--- config.mk ---
export PLATFORM = sky130hd
export DESIGN_NAME = lsu_ctrl_flat
export DESIGN_NICKNAME = d
export VERILOG_FILES = /design/src/rtl/lsu_ctrl_if.sv /design/src/rtl/lsu_ctrl.sv /design/src/flat_wrapper.sv
export SDC_FILE = /design/constraint.sdc
export NUM_CORES = 1
export LEC_CHECK = 0
export CAP_MARGIN = 15
export CELL_PAD_IN_SITES_DETAIL_PLACEMENT = 0
export CELL_PAD_IN_SITES_GLOBAL_PLACEMENT = 2
export CORE_MARGIN = 5
export CORE_UTILIZATION = 27
export DETAILED_ROUTE_END_ITERATION = 10
export PLACE_DENSITY_LB_ADDON = 0.2
export RECOVER_POWER = 25
export SLEW_MARGIN = 20
export SYNTH_ARGS = -nofsm -noshare
export SYNTH_HDL_FRONTEND = slang
export SYNTH_SLANG_ARGS = --single-unit
--- constraint.sdc ---
create_clock -name clk -period 2.15 [get_ports clk]
set_input_delay 0.215 -clock clk [delete_from_list [all_inputs] [get_ports clk]]
set_output_delay 0.215 -clock clk [all_outputs]
set_load 0.01 [all_outputs]
--- src/rtl/lsu_ctrl_if.sv ---
// ---------------------------------------------------------------------------
// lsu_ctrl_if
// Bundle of every non-clock/reset signal of the load/store sequencer.
//   Issue side : issue_valid/issue_ready handshake plus decoded op fields
//                (is_load, is_store, func3, base, offset, store_data, dest_i).
//   Memory bus : mem_req/mem_ack handshake with mem_we, mem_addr, mem_wdata,
//                mem_wstrb and mem_rdata.
//   Write-back : result, dest_o, result_valid, plus busy/timeout/misaligned
//                status towards the pipeline.
// Modports
//   slave  : the LSU itself (consumes issue ops, masters the memory bus).
//   master : the surrounding pipeline + data memory.
// ---------------------------------------------------------------------------
interface lsu_ctrl_if;
   logic        issue_valid;
   logic        issue_ready;
   logic        is_load;
   logic        is_store;
   logic [2:0]  func3;
   logic [31:0] base;
   logic [31:0] offset;
   logic [31:0] store_data;
   logic [4:0]  dest_i;

   logic        mem_req;
   logic        mem_we;
   logic [31:0] mem_addr;
   logic [31:0] mem_wdata;
   logic [3:0]  mem_wstrb;
   logic        mem_ack;
   logic [31:0] mem_rdata;

   logic [31:0] result;
   logic [4:0]  dest_o;
   logic        result_valid;
   logic        busy;
   logic        timeout;
   logic        misaligned;

   modport slave (
      input  issue_valid, is_load, is_store, func3, base, offset, store_data, dest_i,
      input  mem_ack, mem_rdata,
      output issue_ready,
      output mem_req, mem_we, mem_addr, mem_wdata, mem_wstrb,
      output result, dest_o, result_valid, busy, timeout, misaligned
   );

   modport master (
      output issue_valid, is_load, is_store, func3, base, offset, store_data, dest_i,
      output mem_ack, mem_rdata,
      input  issue_ready,
      input  mem_req, mem_we, mem_addr, mem_wdata, mem_wstrb,
      input  result, dest_o, result_valid, busy, timeout, misaligned
   );
endinterface

--- src/rtl/lsu_ctrl.sv ---
// ---------------------------------------------------------------------------
// lsu_ctrl
// Load/store sequencer beside the execute stage. Accepts one decoded load or
// store, forms base+offset, runs a single req/ack access on the data-memory
// bus and returns sign/zero-extended load data. busy stalls the pipeline for
// the whole access; an access with no mem_ack for TIMEOUT_CYCLES is aborted.
// Ports
//   clk   : rising-edge clock
//   reset : asynchronous, active-low reset
//   bus   : lsu_ctrl_if.slave (issue handshake, memory bus, write-back)
// Parameters
//   TIMEOUT_CYCLES : REQ cycles without mem_ack before abort (>= 1)
// Configuration
//   LSU_MISALIGN_TRAP_EN : when defined, misaligned half/word ops are rejected
//   without a bus cycle and flagged on misaligned; when undefined the address
//   is aligned down and the access proceeds.
// ---------------------------------------------------------------------------
module lsu_ctrl #(
   parameter int TIMEOUT_CYCLES = 255
) (
   input logic       clk,
   input logic       reset,
   lsu_ctrl_if.slave bus
);
   localparam int CNT_W = $clog2(TIMEOUT_CYCLES + 1);
   localparam logic [CNT_W-1:0] CNT_LAST = CNT_W'(TIMEOUT_CYCLES - 1);

   localparam logic [1:0] ST_IDLE = 2'd0;
   localparam logic [1:0] ST_REQ  = 2'd1;
   localparam logic [1:0] ST_DONE = 2'd2;

   localparam logic [1:0] SZ_B = 2'd0;
   localparam logic [1:0] SZ_H = 2'd1;
   localparam logic [1:0] SZ_W = 2'd2;

   logic [1:0]       r_state;
   logic [31:0]      r_addr;
   logic [31:0]      r_wdata;
   logic [3:0]       r_wstrb;
   logic             r_we;
   logic             r_load;
   logic             r_unsigned;
   logic [1:0]       r_size;
   logic [4:0]       r_dest;
   logic [31:0]      r_result;
   logic             r_to;
   logic [CNT_W-1:0] r_cnt;

   logic        w_accept;
   logic [31:0] w_ea;
   logic [31:0] w_addr;
   logic [1:0]  w_size;
   logic [31:0] w_wdata;
   logic [3:0]  w_wstrb;
   logic [7:0]  w_byte;
   logic [15:0] w_half;
   logic [31:0] w_ldata;
   logic        w_done;
   logic        w_ok;

   assign w_accept = (r_state == ST_IDLE) && bus.issue_valid && (bus.is_load ^ bus.is_store);
   assign w_ea     = bus.base + bus.offset;

   // Stores only know b/h/w; any other func3 on a store is a full word.
   always_comb begin
      w_size = SZ_W;
      if (bus.is_load) begin
         case (bus.func3)
            3'b000, 3'b100: w_size = SZ_B;
            3'b001, 3'b101: w_size = SZ_H;
            default:        w_size = SZ_W;
         endcase
      end else begin
         case (bus.func3)
            3'b000:  w_size = SZ_B;
            3'b001:  w_size = SZ_H;
            default: w_size = SZ_W;
         endcase
      end
   end

`ifdef LSU_MISALIGN_TRAP_EN
   logic r_mis;
   logic w_misalign;

   assign w_misalign = ((w_size == SZ_H) && w_ea[0]) ||
                       ((w_size == SZ_W) && (w_ea[1:0] != 2'b00));
   assign w_addr     = w_ea;
`else
   // Without the trap, misaligned halves/words silently align down.
   always_comb begin
      w_addr = w_ea;
      if (w_size == SZ_H) begin
         w_addr[0] = 1'b0;
      end else if (w_size == SZ_W) begin
         w_addr[1:0] = 2'b00;
      end
   end
`endif

   // Store lane steering: data replicated to every lane, strobes pick the lanes.
   always_comb begin
      case (w_size)
         SZ_B: begin
            w_wstrb = 4'b0001 << w_addr[1:0];
            w_wdata = {4{bus.store_data[7:0]}};
         end
         SZ_H: begin
            w_wstrb = 4'b0011 << {w_addr[1], 1'b0};
            w_wdata = {2{bus.store_data[15:0]}};
         end
         default: begin
            w_wstrb = 4'b1111;
            w_wdata = bus.store_data;
         end
      endcase
   end

   // Load lane extraction and extension from the latched address/size.
   assign w_byte = bus.mem_rdata[8*r_addr[1:0] +: 8];
   assign w_half = bus.mem_rdata[16*r_addr[1] +: 16];

   always_comb begin
      case (r_size)
         SZ_B:    w_ldata = r_unsigned ? {24'b0, w_byte} : {{24{w_byte[7]}}, w_byte};
         SZ_H:    w_ldata = r_unsigned ? {16'b0, w_half} : {{16{w_half[15]}}, w_half};
         default: w_ldata = bus.mem_rdata;
      endcase
   end

   // Sequencer: IDLE latches the op, REQ holds the bus until ack or timeout,
   // DONE presents the outcome for exactly one cycle.
   always_ff @(posedge clk or negedge reset) begin
      if (!reset) begin
         r_state    <= ST_IDLE;
         r_addr     <= '0;
         r_wdata    <= '0;
         r_wstrb    <= '0;
         r_we       <= 1'b0;
         r_load     <= 1'b0;
         r_unsigned <= 1'b0;
         r_size     <= SZ_B;
         r_dest     <= '0;
         r_result   <= '0;
         r_to       <= 1'b0;
         r_cnt      <= '0;
`ifdef LSU_MISALIGN_TRAP_EN
         r_mis      <= 1'b0;
`endif
      end else begin
         case (r_state)
            ST_IDLE: begin
               if (w_accept) begin
                  r_addr     <= w_addr;
                  r_wdata    <= bus.is_store ? w_wdata : 32'b0;
                  r_wstrb    <= bus.is_store ? w_wstrb : 4'b0000;
                  r_we       <= bus.is_store;
                  r_load     <= bus.is_load;
                  r_unsigned <= bus.func3[2];
                  r_size     <= w_size;
                  r_dest     <= bus.dest_i;
                  r_to       <= 1'b0;
                  r_cnt      <= '0;
`ifdef LSU_MISALIGN_TRAP_EN
                  r_mis      <= w_misalign;
                  r_state    <= w_misalign ? ST_DONE : ST_REQ;
`else
                  r_state    <= ST_REQ;
`endif
               end
            end
            ST_REQ: begin
               // Ack is checked first so an ack on the last allowed cycle wins.
               if (bus.mem_ack) begin
                  r_result <= w_ldata;
                  r_state  <= ST_DONE;
               end else if (r_cnt == CNT_LAST) begin
                  r_result <= '0;
                  r_to     <= 1'b1;
                  r_state  <= ST_DONE;
               end else begin
                  r_cnt <= r_cnt + 1'b1;
               end
            end
            ST_DONE: begin
               r_state <= ST_IDLE;
            end
            default: begin
               r_state <= ST_IDLE;
            end
         endcase
      end
   end

   assign w_done = (r_state == ST_DONE);

`ifdef LSU_MISALIGN_TRAP_EN
   assign w_ok           = !r_to && !r_mis;
   assign bus.misaligned = w_done && r_mis;
`else
   assign w_ok           = !r_to;
   assign bus.misaligned = 1'b0;
`endif

   // issue_ready is also gated by reset so it reads 0 while reset is held.
   assign bus.issue_ready  = (r_state == ST_IDLE) && reset;
   assign bus.mem_req      = (r_state == ST_REQ);
   assign bus.mem_we       = bus.mem_req && r_we;
   assign bus.mem_addr     = r_addr;
   assign bus.mem_wdata    = r_wdata;
   assign bus.mem_wstrb    = bus.mem_req ? r_wstrb : 4'b0000;
   assign bus.busy         = (r_state != ST_IDLE);
   assign bus.timeout      = w_done && r_to;
   assign bus.result_valid = w_done && r_load && w_ok;
   assign bus.result       = bus.result_valid ? r_result : 32'b0;
   assign bus.dest_o       = bus.result_valid ? r_dest : 5'b0;
endmodule

--- src/flat_wrapper.sv ---
// flat-port wrapper written by rule: the top's interface ports become plain ports
module lsu_ctrl_flat 
#(
   parameter int TIMEOUT_CYCLES = 255
)
  (clk, reset, bus_issue_valid, bus_is_load, bus_is_store, bus_func3, bus_base, bus_offset, bus_store_data, bus_dest_i, bus_mem_ack, bus_mem_rdata, bus_issue_ready, bus_mem_req, bus_mem_we, bus_mem_addr, bus_mem_wdata, bus_mem_wstrb, bus_result, bus_dest_o, bus_result_valid, bus_busy, bus_timeout, bus_misaligned);
  lsu_ctrl_if bus_i ();
  input logic clk;
  input logic reset;
  input wire logic [$bits(bus_i.issue_valid)-1:0] bus_issue_valid;
  input wire logic [$bits(bus_i.is_load)-1:0] bus_is_load;
  input wire logic [$bits(bus_i.is_store)-1:0] bus_is_store;
  input wire logic [$bits(bus_i.func3)-1:0] bus_func3;
  input wire logic [$bits(bus_i.base)-1:0] bus_base;
  input wire logic [$bits(bus_i.offset)-1:0] bus_offset;
  input wire logic [$bits(bus_i.store_data)-1:0] bus_store_data;
  input wire logic [$bits(bus_i.dest_i)-1:0] bus_dest_i;
  input wire logic [$bits(bus_i.mem_ack)-1:0] bus_mem_ack;
  input wire logic [$bits(bus_i.mem_rdata)-1:0] bus_mem_rdata;
  output wire logic [$bits(bus_i.issue_ready)-1:0] bus_issue_ready;
  output wire logic [$bits(bus_i.mem_req)-1:0] bus_mem_req;
  output wire logic [$bits(bus_i.mem_we)-1:0] bus_mem_we;
  output wire logic [$bits(bus_i.mem_addr)-1:0] bus_mem_addr;
  output wire logic [$bits(bus_i.mem_wdata)-1:0] bus_mem_wdata;
  output wire logic [$bits(bus_i.mem_wstrb)-1:0] bus_mem_wstrb;
  output wire logic [$bits(bus_i.result)-1:0] bus_result;
  output wire logic [$bits(bus_i.dest_o)-1:0] bus_dest_o;
  output wire logic [$bits(bus_i.result_valid)-1:0] bus_result_valid;
  output wire logic [$bits(bus_i.busy)-1:0] bus_busy;
  output wire logic [$bits(bus_i.timeout)-1:0] bus_timeout;
  output wire logic [$bits(bus_i.misaligned)-1:0] bus_misaligned;
  assign bus_i.issue_valid = bus_issue_valid;
  assign bus_i.is_load = bus_is_load;
  assign bus_i.is_store = bus_is_store;
  assign bus_i.func3 = bus_func3;
  assign bus_i.base = bus_base;
  assign bus_i.offset = bus_offset;
  assign bus_i.store_data = bus_store_data;
  assign bus_i.dest_i = bus_dest_i;
  assign bus_i.mem_ack = bus_mem_ack;
  assign bus_i.mem_rdata = bus_mem_rdata;
  assign bus_issue_ready = bus_i.issue_ready;
  assign bus_mem_req = bus_i.mem_req;
  assign bus_mem_we = bus_i.mem_we;
  assign bus_mem_addr = bus_i.mem_addr;
  assign bus_mem_wdata = bus_i.mem_wdata;
  assign bus_mem_wstrb = bus_i.mem_wstrb;
  assign bus_result = bus_i.result;
  assign bus_dest_o = bus_i.dest_o;
  assign bus_result_valid = bus_i.result_valid;
  assign bus_busy = bus_i.busy;
  assign bus_timeout = bus_i.timeout;
  assign bus_misaligned = bus_i.misaligned;
  lsu_ctrl #(.TIMEOUT_CYCLES(TIMEOUT_CYCLES)) u_core (.clk(clk), .reset(reset), .bus(bus_i));
endmodule
### Word-level counts from Yosys, hierarchy flattened

Index checks and enable logic that the tools add are counted.

| storage, ports and cells | value |
|---|---|
| flip-flop bits (word level) | 121 |
| bits in latches | 0 |
| memory bits (writable) | 0 |
| ROM bits | 0 |
| input port bits | 142 |
| output and inout port bits | 112 |
| logic and storage cells | 85 |
| memories | 0 |

| cells by class | value |
|---|---|
| add/sub/neg operators | 2 |
| multiply operators | 0 |
| divide/modulo/power cells | 0 |
| $lt $le $gt $ge | 0 |
| eq/ne operators | 14 |
| shift-type cells | 4 |
| multiplexer cells | 30 |
| bitwise operators | 1 |
| reductions and logical operators | 22 |

Operators with widths:

| operator | count |
|---|---|
| $mux W32 | 6 |
| $pmux W32 S2 | 2 |
| $add A32 B32 Y32 | 1 |
| $shiftx A32 B6 Y16 | 1 |
| $shiftx A32 B6 Y8 | 1 |
| $mux W8 | 3 |
| $pmux W8 S2 | 1 |
| $pmux W2 S2 | 3 |
| $mux W2 | 5 |
| $add A8 B1 Y8 const B | 1 |
| $eq A8 B8 Y1 const B | 1 |
| $mux W4 | 2 |
| $pmux W4 S2 | 1 |
| $reduce_and A4 Y1 | 2 |
| $logic_and A1 B1 Y1 | 7 |
| $eq A2 B1 Y1 const B | 3 |
| $eq A3 B3 Y1 const B | 2 |
| $logic_not A2 Y1 | 3 |
| $ne A2 B2 Y1 const B | 3 |
| $reduce_and A2 Y1 | 3 |
| $reduce_bool A2 Y1 | 3 |
| $mux W1 | 5 |
| $mux W5 | 1 |
| $eq A2 B2 Y1 const B | 2 |
| other kinds (10) | 11 |

### Depth between registers and ports, before layout

| depth | value |
|---|---|
| word-level depth | 10 |
| mapped depth | 9 |
| mapped depth without buffers | 9 |

### Least setup slack after synthesis

No wires, ideal clock.

| path | value |
|---|---|
| path type | input to register |
| start point | input bus_offset[0] |
| end point | register u_core.r_addr[14] (netlist: u_core.bus.mem_addr[14]) |
| library setup time | 125 ps |
| arrival | 2,141 ps |
| data required time | 2,025 ps |
| setup slack | -116 ps |
| stages | 9 |
| buffers on the path | 0 |
| cells stage by stage | ha_1 -> fa_1 -> a21o_1 -> a221oi_2 -> o2111ai_1 -> nand2_1 -> o21ai_0 -> xor2_1 -> mux2_2 |

| between the ends | value |
|---|---|
| longest elaborated chain between the ends | 1 |

Ends and longest elaborated chain:

| element | line | text |
|---|---|---|
| from (decl) | flat_wrapper.sv:15 | `input wire logic [$bits(bus_i.offset)-1:0] bus_offset;` |
| $add A32 B32 Y32 | lsu_ctrl.sv:62 | `assign w_ea = bus.base + bus.offset;` |
| to (signal assigned) | lsu_ctrl.sv:154 | `r_addr <= w_addr;` |
| to (decl) | lsu_ctrl.sv:37 | `logic [31:0] r_addr;` |

No other way between the ends.
A chain may end at the register's enable or synchronous reset.

### Final worst setup path

| path | value |
|---|---|
| start point | input bus_offset[13] |
| end point | register u_core.r_addr[30] (netlist: u_core.bus.mem_addr[30]) |

The elaborated chain is that of the path after synthesis.

==> reports/results.ini <==
[drt]
initialDrtViolationCount=451
routedWlPerCell_um=17.27
wl_met3_mm=1.224
met2_length_mm=13.61
ant_nets=0
drc_errors=0
num_vias=7517
viasPerCell=4.643
first_pass_iters=5
wirelength_mm=27.96
wl_met1_mm=12.53
top_layer=met5

[critical_path]
crit_arrival_ps=2420
cp-start-kind=input port
cp_max_fo=3
cp_num_buf_inv=2
critPathLaunch=bus_offset[13]
crit_slowest_cell=clkdlybuf4s50_1
crit_family=compound AO/OA/AOI/OAI gates
max_stage_delay_ps=450
endpoint_kind=register
crit_path_cell_trace=clkdlybuf4s50_1, ha_4, buf_4, nand2_2, nor2_4, nand4_1, o31ai_4, a21oi_2, o2111a_1, a211o_1
crit_type=input port to register
reg2reg_to=u_core.r_cnt[4]$_DFFE_PN0P_
r2r_start=u_core.r_cnt[0]$_DFFE_PN0P_
required_ps=2450
r2r_slack_ps=190
reg2regPathDepth=7

[power_and_ir_drop]
irDropWorstVdd_uv=406.7
pwr-share-comb_pct=38.3
powerDensity_mw_per_mm2=866.9
pwr-share-clk_pct=28.8
intPower_w=0.007237
seqPwrFrac_pct=32.9
p_sw_w=0.003501
switching_share_pct=32.61
power_leakage_nw=5.691

[global_routing]
grtUsageTotal_pct=17.74
grt_antenna_before_repair=2
grt_overflow=0
grt_pass1_wl_mm=43.53
grt_pass1_vias=7709
grt_max_degree=122

[placement]
portBuffers=252
hpwlAfterDp_mm=21.52
gp_congestion=0.8188
dp_slack_ps=-672.0
dp.cells=1573
post_dp_cell_area_mm2=0.01142

[sta]
maxSlewViolCount=0
worst_clock_skew_ps=9.795
hold_viol_final=0
setup_ws_ps=28.29
setup_tns_ps=0
period_share_pct=98.68
setup_viol=0
worst_pin_slew_ps=1228
fin_crit_ps=2122
fmaxAchievable_mhz=471.3
relSlewSlack_pct=18.10

[worst_hold_path]
min_from=bus_dest_i[2]
min-delay-path-class=input port to register
whs_path_depth=3
hold_end=u_core.r_dest[2]$_DFFE_PN0P_

[synth]
synth_seq_area_share_pct=40.27
syn_area_mm2=0.007520
ys_ff_latch=121
yosys_most_used_dff=dfrtp_1
yosysWarnings=0
ys_async_sr_fraction_pct=100.0
syn_nets=1028
synth.top_cell.area_share_pct=40.27
syn_inst=852
synth_area_leaders=dfrtp_1, nand2_1, o21ai_0, ha_1, and2_1
avgSynthCellArea_um2=8.826
yosys.area.top_type=dfrtp_1
yosysMostFrequentCell=nand2_1
synth_enable_flop_cells=0
synthTopCellsByCount=nand2_1, dfrtp_1, o21ai_0, and2_1, a21oi_1
synth.distinct_cells=70

[floorplanning]
start_util_pct=27.22
rows=61
dieHeight_um=176.9
die-area_mm2=0.03129
core_mm2=0.02763
die_w_um=176.9
io_pins=254

[cells_and_area]
synthToLayoutAreaGrowth_pct=64.73
layoutNonFillerInstCount=1619
post-route-util_pct=44.83
finalInstanceArea_mm2=0.01239
drive_gt1_share_pct=21.61
nets=1403

[status]
status=finished clean

[cts]
clkTransAtPathRegs_ps=60
clk_latency_ps=420
cts_made_buffers=17
cts_htree_levels=4
clockBufferDepth=2
cts_tree=done
cts.sinks=121
ctsRootBufferMaster=clkbuf_16

[flow_run]
cap_violations=0

[flip-flops by register name, indices dropped and copies added (netlist names)]
register	flops
u_core.r_to	1
u_core.r_wstrb	4
u_core.r_cnt	8
u_core.r_size	2
u_core.r_dest	5
u_core.r_state	2
u_core.r_unsigned	1
u_core.bus.mem_wdata	32
u_core.r_result	32
u_core.r_load	1
u_core.bus.mem_addr	32
u_core.r_we	1
[logic make-up after synthesis]
kind of cell | Yosys count | share of synthesized area, %
compound gates | 243 | 20.83
simple gates | 321 | 20.23
fa+ha+maj | 34 | 5.757
flops | 121 | 40.27
mux | 39 | 5.557
other cells | 1 | 0.04987
buf+inv | 66 | 4.160
xor+xnor | 27 | 3.145
[power groups by stage]
stage | registers, W | clock network (W) | logic, W
after floorplan | 0.00362 | 0 | 0.00171
final | 0.00353 | 0.00310 | 0.00411
after global routing | 0.00364 | 0.00329 | 0.00453
after detailed placement | 0.00357 | 0 | 0.00409
after global placement | 0.00355 | 0 | 0.00407
after CTS | 0.00354 | 0.00318 | 0.00411
[worst reg2reg max path, delay by kind of cell, from the launching register on]
family / cells / cell delay (ps)
adder cells (fa/ha/maj): 1 / 130
multiplexers: 1 / 410
AND/OR/NAND/NOR: 2 / 140
flip-flops: 1 / 410
buffers and inverters: 1 / 70
AO/OA/AOI/OAI: 2 / 650
[how the worst max path moves through the flow]
stage                                          end  slack (ps)  cells after the start
3_3_place_gp   u_core.bus.mem_addr[20]$_DFFE_PN0P_        -620                     10
5_1_grt        u_core.bus.mem_addr[28]$_DFFE_PN0P_         -10                     10
2_1_floorplan  u_core.bus.mem_addr[20]$_DFFE_PN0P_         -40                      9
4_1_cts        u_core.bus.mem_addr[30]$_DFFE_PN0P_         0.2                      9
6_report       u_core.bus.mem_addr[30]$_DFFE_PN0P_          30                     10
3_5_place_dp   u_core.bus.mem_addr[20]$_DFFE_PN0P_        -670                     10
[area by class of cell]
class                           count  area, um2
Clock inverter                     12      172.7
Antenna cell                        1      2.502
Timing Repair Buffer              403       3686
Multi-Input combinational cell    665       4497
Tap cell                          378      473.0
Fill cell                        2846      15240
Sequential cell                   121       3028
Inverter                           19      71.32
Clock buffer                       20      456.7
[per-stage QoR]
stage / power [W] / hold WS [ps]
2_1_floorplan: 0.005332 / -80.59
3_3_place_gp: 0.007616 / 402.4
3_5_place_dp: 0.007656 / 401.8
4_1_cts: 0.01083 / 304.5
5_1_grt: 0.01147 / 325.0
6_report: 0.01074 / 326.8
[what timing repair did]
item	CTS	global route
pin swaps	7	34
endpoints found under the hold margin	121	0
cloned	1	0
gates resized for setup	59	93
endpoints found under the setup margin	54	44
setup buffers	5	7
hold buffers	1	0
[routing by layer]
metal | GRT usage (%) | up-vias
li1 | - | 3768
met1 | 23.03 | 3520
met2 | 29.97 | 197
met3 | 3.504 | 30
met4 | 5.319 | 2
met5 | 0 | -
[placed cells by master, fill, tap and decap left out, drive strengths merged, types with 11 or more instances in the layout]
cell,n
mux2i,26
nand3,14
a21oi,45
dlygate4sd2,24
a31oi,12
xor2,17
nand2,162
nand4,12
dlymetal6s2s,13
and2,46
clkbuf,32
clkdlybuf4s15,11
dfrtp,121
nor2b,12
buf,150
nor2,37
a21o,18
inv,19
mux2,12
ha,33
o21ai,103
clkdlybuf4s50,192
nand2b,13
Note: power is estimated with default switching activity, not from simulation.
